File: config.mk
export PLATFORM = sky130hd
export DESIGN_NAME = fpadd_arbiter_flat
export DESIGN_NICKNAME = d
export VERILOG_FILES = /design/src/rtl/fpadd_arbiter_if.sv /design/src/rtl/fpadd_arbiter.sv /design/src/flat_wrapper.sv
export SDC_FILE = /design/constraint.sdc
export NUM_CORES = 1
export LEC_CHECK = 0
export BUFFER_PORTS_ARGS = -buffer_cell sky130_fd_sc_hd__buf_4
export CAP_MARGIN = 20
export CORE_AREA = 2 2 154 156
export CTS_BUF_LIST = sky130_fd_sc_hd__clkbuf_8
export CTS_CLUSTER_SIZE = 14
export DETAILED_ROUTE_END_ITERATION = 10
export DIE_AREA = 0 0 156 158
export SETUP_SLACK_MARGIN = 0.3
export SYNTH_ARGS = -nofsm -noshare
export SYNTH_HDL_FRONTEND = slang
export SYNTH_SLANG_ARGS = --single-unit
File: constraint.sdc
create_clock -name clk -period 4.8 [get_ports clk]
set_clock_uncertainty 0.05 [all_clocks]
set_input_delay 0.72 -clock clk [delete_from_list [all_inputs] [get_ports clk]]
set_output_delay 0.72 -clock clk [all_outputs]
set_load 0.005 [all_outputs]
File: src/rtl/fpadd_arbiter_if.sv
// Requester-side bundle for fpadd_arbiter: request operands in, tagged result out.
// Latency: none (wires only).
// Backpressure: req_valid held until req_ready; resp_valid is not backpressured.
interface fpadd_arbiter_if #(
    parameter int NUM_REQ = 4,
    parameter int ID_W    = 2
);
    logic [NUM_REQ-1:0]    req_valid;
    logic [NUM_REQ*32-1:0] req_a;
    logic [NUM_REQ*32-1:0] req_b;
    logic [NUM_REQ-1:0]    req_ready;
    logic                  resp_valid;
    logic [ID_W-1:0]       resp_id;
    logic [31:0]           resp_sum;
    logic                  resp_err;

    // Requester side drives requests and observes grants/results.
    modport master (
        output req_valid, req_a, req_b,
        input  req_ready, resp_valid, resp_id, resp_sum, resp_err
    );

    // Arbiter side.
    modport slave (
        input  req_valid, req_a, req_b,
        output req_ready, resp_valid, resp_id, resp_sum, resp_err
    );
endinterface

File: src/rtl/fpadd_arbiter.sv
// Round-robin sharer of one fpadd unit among NUM_REQ requesters, with hang recovery.
// Latency: req_ready 1 cycle after grant; result 1 cycle after fpadd done; 2-cycle release before next grant.
// Backpressure: requesters hold req_valid until their req_ready pulse; responses are never stalled.
module fpadd_arbiter #(
    parameter int NUM_REQ     = 4,
    parameter int ID_W        = 2,
    parameter int TIMEOUT     = 64,
    parameter int RECOVER_CYC = 2
) (
    input  logic           clk,
    input  logic           reset,
    fpadd_arbiter_if.slave req_if,
    output logic           busy,
    output logic           fpadd_start,
    output logic [31:0]    fpadd_a,
    output logic [31:0]    fpadd_b,
    output logic           fpadd_reset,
    input  logic [31:0]    fpadd_sum,
    input  logic           fpadd_done
);
    localparam int CW      = ID_W + 1;
    localparam int CNT_MAX = (TIMEOUT > RECOVER_CYC) ? TIMEOUT : RECOVER_CYC;
    localparam int CNT_W   = $clog2(CNT_MAX + 1);
    localparam logic [31:0] QNAN = 32'h7FC0_0000;

    typedef enum logic [2:0] {
        IDLE,
        ISSUE,
        WAIT_DONE,
        RELEASE,
        RECOVER
    } state_t;

    state_t             state, state_nxt;
    logic [ID_W-1:0]    rr_ptr, rr_ptr_nxt;
    logic [ID_W-1:0]    cur_id, cur_id_nxt;
    logic [CNT_W-1:0]   cnt, cnt_nxt;
    logic [NUM_REQ-1:0] req_ready_nxt;
    logic               start_nxt;
    logic [31:0]        a_nxt, b_nxt;
    logic               resp_valid_nxt, resp_err_nxt;
    logic [ID_W-1:0]    resp_id_nxt;
    logic [31:0]        resp_sum_nxt;
    logic               busy_nxt;

    logic               win_vld;
    logic [ID_W-1:0]    win_id;
    logic [CW-1:0]      cand;
    logic [31:0]        a_sel, b_sel;

    // The adder is held in reset both by our own reset and while recovering from a hang.
    assign fpadd_reset = ~reset | (state == RECOVER);

    // Round-robin pick: scan rr_ptr+1 .. rr_ptr+NUM_REQ; the lowest offset with a request wins.
    always_comb begin
        win_vld = 1'b0;
        win_id  = '0;
        cand    = '0;
        a_sel   = '0;
        b_sel   = '0;
        for (int k = NUM_REQ; k >= 1; k--) begin
            cand = {1'b0, rr_ptr} + CW'(k);
            if (cand >= CW'(NUM_REQ)) begin
                cand = cand - CW'(NUM_REQ);
            end
            for (int j = 0; j < NUM_REQ; j++) begin
                if (req_if.req_valid[j] && (cand == CW'(j))) begin
                    win_vld = 1'b1;
                    win_id  = ID_W'(j);
                end
            end
        end
        for (int j = 0; j < NUM_REQ; j++) begin
            if (win_id == ID_W'(j)) begin
                a_sel = req_if.req_a[32*j +: 32];
                b_sel = req_if.req_b[32*j +: 32];
            end
        end
    end

    // Next-state and next-output logic; every output except fpadd_reset is registered from here.
    always_comb begin
        state_nxt      = state;
        rr_ptr_nxt     = rr_ptr;
        cur_id_nxt     = cur_id;
        cnt_nxt        = cnt;
        req_ready_nxt  = '0;
        start_nxt      = fpadd_start;
        a_nxt          = fpadd_a;
        b_nxt          = fpadd_b;
        resp_valid_nxt = 1'b0;
        resp_err_nxt   = req_if.resp_err;
        resp_id_nxt    = req_if.resp_id;
        resp_sum_nxt   = req_if.resp_sum;

        case (state)
            IDLE: begin
                if (win_vld) begin
                    a_nxt      = a_sel;
                    b_nxt      = b_sel;
                    cur_id_nxt = win_id;
                    rr_ptr_nxt = win_id;
                    start_nxt  = 1'b1;
                    for (int j = 0; j < NUM_REQ; j++) begin
                        req_ready_nxt[j] = (win_id == ID_W'(j));
                    end
                    state_nxt  = ISSUE;
                end
            end
            ISSUE: begin
                cnt_nxt   = '0;
                state_nxt = WAIT_DONE;
            end
            WAIT_DONE: begin
                cnt_nxt = cnt + CNT_W'(1);
                // A done landing on the last allowed cycle still counts as success.
                if (fpadd_done) begin
                    resp_valid_nxt = 1'b1;
                    resp_err_nxt   = 1'b0;
                    resp_id_nxt    = cur_id;
                    resp_sum_nxt   = fpadd_sum;
                    start_nxt      = 1'b0;
                    cnt_nxt        = '0;
                    state_nxt      = RELEASE;
                end else if (cnt == CNT_W'(TIMEOUT - 1)) begin
                    resp_valid_nxt = 1'b1;
                    resp_err_nxt   = 1'b1;
                    resp_id_nxt    = cur_id;
                    resp_sum_nxt   = QNAN;
                    start_nxt      = 1'b0;
                    cnt_nxt        = '0;
                    state_nxt      = RECOVER;
                end
            end
            RELEASE: begin
                // fpadd re-pulses done as it leaves its hold state; that pulse is swallowed here.
                cnt_nxt = cnt + CNT_W'(1);
                if (cnt == CNT_W'(1)) begin
                    state_nxt = IDLE;
                end
            end
            RECOVER: begin
                cnt_nxt = cnt + CNT_W'(1);
                if (cnt == CNT_W'(RECOVER_CYC - 1)) begin
                    state_nxt = IDLE;
                end
            end
            default: begin
                start_nxt = 1'b0;
                state_nxt = IDLE;
            end
        endcase

        busy_nxt = (state_nxt != IDLE);
    end

    // State and output registers with synchronous active-low reset.
    always_ff @(posedge clk) begin
        if (!reset) begin
            state             <= IDLE;
            rr_ptr            <= ID_W'(NUM_REQ - 1);
            cur_id            <= '0;
            cnt               <= '0;
            req_if.req_ready  <= '0;
            req_if.resp_valid <= 1'b0;
            req_if.resp_err   <= 1'b0;
            req_if.resp_id    <= '0;
            req_if.resp_sum   <= '0;
            fpadd_start       <= 1'b0;
            fpadd_a           <= '0;
            fpadd_b           <= '0;
            busy              <= 1'b0;
        end else begin
            state             <= state_nxt;
            rr_ptr            <= rr_ptr_nxt;
            cur_id            <= cur_id_nxt;
            cnt               <= cnt_nxt;
            req_if.req_ready  <= req_ready_nxt;
            req_if.resp_valid <= resp_valid_nxt;
            req_if.resp_err   <= resp_err_nxt;
            req_if.resp_id    <= resp_id_nxt;
            req_if.resp_sum   <= resp_sum_nxt;
            fpadd_start       <= start_nxt;
            fpadd_a           <= a_nxt;
            fpadd_b           <= b_nxt;
            busy              <= busy_nxt;
        end
    end
endmodule
File: src/flat_wrapper.sv
// flat-port wrapper written by rule: the top's interface ports become plain ports
module fpadd_arbiter_flat 
#(
    parameter int NUM_REQ     = 4,
    parameter int ID_W        = 2,
    parameter int TIMEOUT     = 64,
    parameter int RECOVER_CYC = 2
)
  (clk, reset, busy, fpadd_start, fpadd_a, fpadd_b, fpadd_reset, fpadd_sum, fpadd_done, req_if_req_valid, req_if_req_a, req_if_req_b, req_if_req_ready, req_if_resp_valid, req_if_resp_id, req_if_resp_sum, req_if_resp_err);
  fpadd_arbiter_if #(.NUM_REQ(NUM_REQ), .ID_W(ID_W)) req_if_i ();
  input  logic clk;
  input  logic reset;
  output logic busy;
  output logic fpadd_start;
  output logic [31:0] fpadd_a;
  output logic [31:0] fpadd_b;
  output logic fpadd_reset;
  input  logic [31:0] fpadd_sum;
  input  logic fpadd_done;
  input wire logic [$bits(req_if_i.req_valid)-1:0] req_if_req_valid;
  input wire logic [$bits(req_if_i.req_a)-1:0] req_if_req_a;
  input wire logic [$bits(req_if_i.req_b)-1:0] req_if_req_b;
  output wire logic [$bits(req_if_i.req_ready)-1:0] req_if_req_ready;
  output wire logic [$bits(req_if_i.resp_valid)-1:0] req_if_resp_valid;
  output wire logic [$bits(req_if_i.resp_id)-1:0] req_if_resp_id;
  output wire logic [$bits(req_if_i.resp_sum)-1:0] req_if_resp_sum;
  output wire logic [$bits(req_if_i.resp_err)-1:0] req_if_resp_err;
  assign req_if_i.req_valid = req_if_req_valid;
  assign req_if_i.req_a = req_if_req_a;
  assign req_if_i.req_b = req_if_req_b;
  assign req_if_req_ready = req_if_i.req_ready;
  assign req_if_resp_valid = req_if_i.resp_valid;
  assign req_if_resp_id = req_if_i.resp_id;
  assign req_if_resp_sum = req_if_i.resp_sum;
  assign req_if_resp_err = req_if_i.resp_err;
  fpadd_arbiter #(.NUM_REQ(NUM_REQ), .ID_W(ID_W), .TIMEOUT(TIMEOUT), .RECOVER_CYC(RECOVER_CYC)) u_core (.clk(clk), .reset(reset), .req_if(req_if_i), .busy(busy), .fpadd_start(fpadd_start), .fpadd_a(fpadd_a), .fpadd_b(fpadd_b), .fpadd_reset(fpadd_reset), .fpadd_sum(fpadd_sum), .fpadd_done(fpadd_done));
endmodule
* Word level (Yosys, flattened, before mapping) *
Cells that the tools add are included.
Widths: inputs -> output; s select.

word-level totals
  latch bits = 0
  output and inout port bits = 107
  logic and storage cells = 147
  bits in read-only memories = 0
  input bits = 295
  RAM bits = 0
  memories kept = 0
  register bits = 120

cells by class
  divide/modulo/power cells = 0
  bitwise logic cells = 3
  eq/ne operators = 23
  order comparisons = 4
  shifts and indexed selects = 0
  multiplexer cells = 63
  $mul = 0
  reductions and logical operators = 32
  $add $sub $neg = 9

operators by type and width
  operator             number
  $mux 32              10
  $mux 2               16
  $eq 3x2->1 const B   10
  $mux 1               24
  $mux 3               8
  $pmux 7 s3           1
  $logic_and 1x1->1    16
  $eq 3x1->1 const B   5
  $logic_not 3->1      5
  $mux 7               2
  $ge 3x3->1 const B   4
  $pmux 3 s4           1
  $sub 3x3->3 const B  4
  $add 7x1->7 const B  1
  $eq 7x1->1 const B   1
  $eq 7x6->1 const B   1
  $add 2x2->3 const B  2
  $reduce_and 2->1     3
  $reduce_and 3->1     2
  $reduce_bool 3->1    2
  $eq 2x2->1 const B   2
  $add 2x1->3 const B  1
  $add 2x3->3 const B  1
  $eq 3x3->1 const B   1
  other kinds (10)     11

* Depth between registers and ports, before layout *
  depth in word-level cells = 25
  gate-level depth with buffers = 8
  gate-level depth less buffers = 7

* Worst setup path before layout *
Ideal clock, no wire load.

  kind = in2reg
  start = in req_if_req_valid[1]
  end = reg u_core.fpadd_a[0]
  buffers on the path = 3
  stages on the path = 8
  arrival = 2.024 ns
  setup slack = 2.604 ns
  library setup time = 0.122 ns
  required time = 4.628 ns
  path through = nor2b_1 o21ba_1 or3_1 buf_2 buf_6 buf_2 a221oi_2 o31ai_1

between the ends
  word-level cells in the longest chain between the ends = 21

ends and longest elaborated chain
  item                  RTL line              text
  start, declared       flat_wrapper.sv:20    input wire logic [$bits(req_if_i.req_valid)-1:0] req_if_req_valid;
  $logic_and 1x1->1     fpadd_arbiter.sv:67   if (req_if.req_valid[j] && (cand == CW'(j))) begin
  $mux 1                fpadd_arbiter.sv:67
  $mux 2 (14 in a row)  fpadd_arbiter.sv:67
  $logic_not 2->1       fpadd_arbiter.sv:74   if (win_id == ID_W'(j)) begin
  $mux 32 (4 in a row)  fpadd_arbiter.sv:74
  end signal, assigned  fpadd_arbiter.sv:184  fpadd_a <= a_nxt;
  end, declared         fpadd_arbiter.sv:15   output logic [31:0] fpadd_a,

Parallel ways exist; a longest one is shown, timed or not.
A chain may end at the register's enable or synchronous reset.

* Worst setup path in the final report *
  start = in req_if_req_valid[1]
  end = reg u_core.fpadd_b[15]

between the ends
  word-level cells in the longest chain between the ends = 21

ends and longest elaborated chain
  item                  RTL line              text
  $logic_and 1x1->1     fpadd_arbiter.sv:67
  $mux 1                fpadd_arbiter.sv:67
  $mux 2 (14 in a row)  fpadd_arbiter.sv:67
  $logic_not 2->1       fpadd_arbiter.sv:74
  $mux 32 (4 in a row)  fpadd_arbiter.sv:74
  end signal, assigned  fpadd_arbiter.sv:185  fpadd_b <= b_nxt;
  end, declared         fpadd_arbiter.sv:16   output logic [31:0] fpadd_b,

Parallel ways exist; a longest one is shown, timed or not.

==> flow_summary.ini <==
[status]
status = finished, final reports clean

[clocking]
htreeDepth = 4
cts_tree = yes
clk_latency_ps = 430
cts_resized = 0
cts_setup_buffers = 0
cts-root-buf = clkbuf_8
cts_sinks = 120
cts.clk_slew.worst_paths_ps = 80
clk_path_buf_depth = 2
hold_buffers = 0
cts_buffers = 17

[die]
rows = 56
start_util = 0.272
fp.dieH_um = 158
dieArea_um2 = 24600
core_um2 = 23100
ios = 402
die_w_um = 156

[timing]
finalHoldViolCount = 0
setup-tns-final_ps = 0
finalSetupViolCount = 0
setup_ws_ps = 2200
grt_setup_unrepaired = no
maxSlewViolCount = 0
min_period_over_period = 0.542
max_clock_freq_mhz = 385
slew_headroom = 0.262
tightest_slew_ps = 1090
period_minus_slack_ps = 2600

[synth]
ys_seq_area_frac = 0.383
ys_types = 58
postSynthCellCount = 705
yosysWarnings = 0
synth_area_leaders = dfxtp_1 (38%), a211oi_1 (5.1%), o31ai_1 (5.0%)
async_reset_ff_frac = 0
synth-main-ff-cell = dfxtp_1
yosysTopAreaCell = dfxtp_1
synth_edf_count = 0
synth.top_cell.area_share = 0.383
syn_area_um2 = 6270
synth.avg_cell_area_um2 = 8.90
synth_nets = 1002
ys_seq_elements = 120

[critical_path]
rr_worst_depth = 6
timing.rr.start = u_core.rr_ptr[0]
end_kind = flop
r2r-end = u_core.fpadd_a[12]
start_kind = input port
required_ps = 5090
worstSetupEndpoint = u_core.fpadd_b[15]
critPathKind = in2reg
arrival_ps = 2890
r2r_slack_ps = 2220
cp-startpoint = req_if_req_valid[1]
cp_max_fo = 60

[detailed_routing]
wl_um = 24400
route.detailed.drc = 0
ant_nets = 0
wire_per_inst_um = 17.8
drt_first_pass_iters = 4
vias = 7034
via_per_inst = 5.13
drt_iter0_markers = 422

[placed_design]
pre_cts_ws_ps = 1590
place.gp.congestion = 0.840
dp_hpwl_um = 18000
placed_area_um2 = 9510
io_buffers = 401

[grt]
grt_antenna_before_repair = 0
overflow = 0
grt_max_degree = 86
gr-usage-all-layers = 0.187
grt_pass1_wl_um = 36100
first_global_vias = 6517

[finish]
area_growth_pct = 58.0
nets = 1366
final_cell_mix = buf_4 (411), dfxtp_1 (120), nand2_1 (80)
layout_commonest_cell = buf_4
design_area_um2 = 9910
n_antenna_cell = 0
layout-drive-gt1-share = 0.468

[worst_hold_path]
hold_depth = 2
hold_class = reg2reg

[power]
p_leak_nw = 4.17
ir_worst_vdd_mv = 0.126
power_density_nw_per_um2 = 321

[flow_run]
maxCapViolCount = 0
==> worst min path at each step <==
stage,start,endpoint,slack (ps)
floorplan,u_core.cur_id[0],u_core.req_if.resp_id[0],390
global placement,u_core.fpadd_b[3],u_core.fpadd_b[3],390
CTS,u_core.fpadd_b[31],u_core.fpadd_b[31],410
detailed placement,u_core.fpadd_a[11],u_core.fpadd_a[11],390
finish,u_core.fpadd_b[31],u_core.fpadd_b[31],410
global route,u_core.fpadd_a[9],u_core.fpadd_a[9],430
==> kinds of logic (layout without fill, tap and decap cells) <==
group | after synthesis | in the layout | synth area share
compound gates | 252 | 252 | 0.311
xor+xnor | 6 | 6 | 0.00838
fa+ha+maj | 2 | 2 | 0.00399
buf+inv | 73 | 450 | 0.0529
flops | 120 | 120 | 0.383
mux | 45 | 45 | 0.0762
simple gates | 207 | 207 | 0.164
==> power breakdown <==
part,internal [W],total [W],switching [W]
Sequential,0.00112,0.00121,0.0000847
Clock,0.000437,0.000924,0.000487
Combinational,0.000540,0.00105,0.000512
Total,0.00210,0.00318,0.00108
==> critical path: stages <==
cell and delay, ps:
buf_4 140, nor4_2 690, nor4_2 210, nor2b_4 240, buf_4 610, nand2_1 120
o211ai_1 120
==> synth_stat cells, types with 2 or more instances <==
cell type / count
a211oi_1: 43
a21boi_0: 4
a21oi_1: 4
a221oi_1: 30
a221oi_2: 12
a22oi_1: 23
and2_1: 2
and3_1: 3
buf_2: 22
buf_4: 2
buf_6: 3
clkbuf_1: 42
dfxtp_1: 120
ha_1: 2
inv_1: 3
mux2_2: 22
mux2i_1: 23
nand2_1: 80
nand2b_1: 11
nand3_1: 47
nor2_1: 19
nor2b_1: 27
nor3_1: 3
nor4_2: 2
o211ai_1: 23
o21ai_0: 45
o21ai_1: 2
o221a_2: 9
o311ai_0: 3
o31ai_1: 42
xnor2_1: 3
xor2_1: 3
==> sequential cells by signal, indices dropped and copies added, names as in the netlist <==
| register | flops |
|---|---|
| u_core.rr_ptr | 2 |
| u_core.busy | 1 |
| u_core.req_if.req_ready | 4 |
| u_core.req_if.resp_sum | 32 |
| u_core.fpadd_a | 32 |
| u_core.fpadd_b | 32 |
| u_core.req_if.resp_id | 2 |
| u_core.fpadd_start | 1 |
| u_core.state | 3 |
| u_core.req_if.resp_valid | 1 |
| u_core.req_if.resp_err | 1 |
| u_core.cnt | 7 |
| u_core.cur_id | 2 |
==> layer usage <==
layer	track usage	share of wire	vias up
met3	0.0479	0.068	24
met2	0.308	0.49	287
met1	0.243	0.43	3295
li1	-	-	3428
met4	0.0537	0.015	0
met5	0	0	-
==> area by class of cell <==
type                            instances  area (µm²)
Tap cell                              290         363
Timing Repair Buffer                  415        3170
Clock buffer                           18         248
Inverter                                3        11.3
Multi-Input combinational cell        512        3580
Fill cell                            2315       13100
Clock inverter                         14         136
Sequential cell                       120        2400
==> per-stage QoR <==
stage | hold slack [ps] | power (W) | std cells | util
after floorplan | 388 | 0.00174 | 705 | -
after global placement | 389 | 0.00227 | 1338 | 0.411
after detailed placement | 390 | 0.00228 | 1339 | 0.413
after CTS | 410 | 0.00323 | 1371 | 0.429
after global routing | 434 | 0.00337 | 1372 | 0.430
final | 407 | 0.00318 | 1372 | 0.430
(Power assumes the default switching activity.)
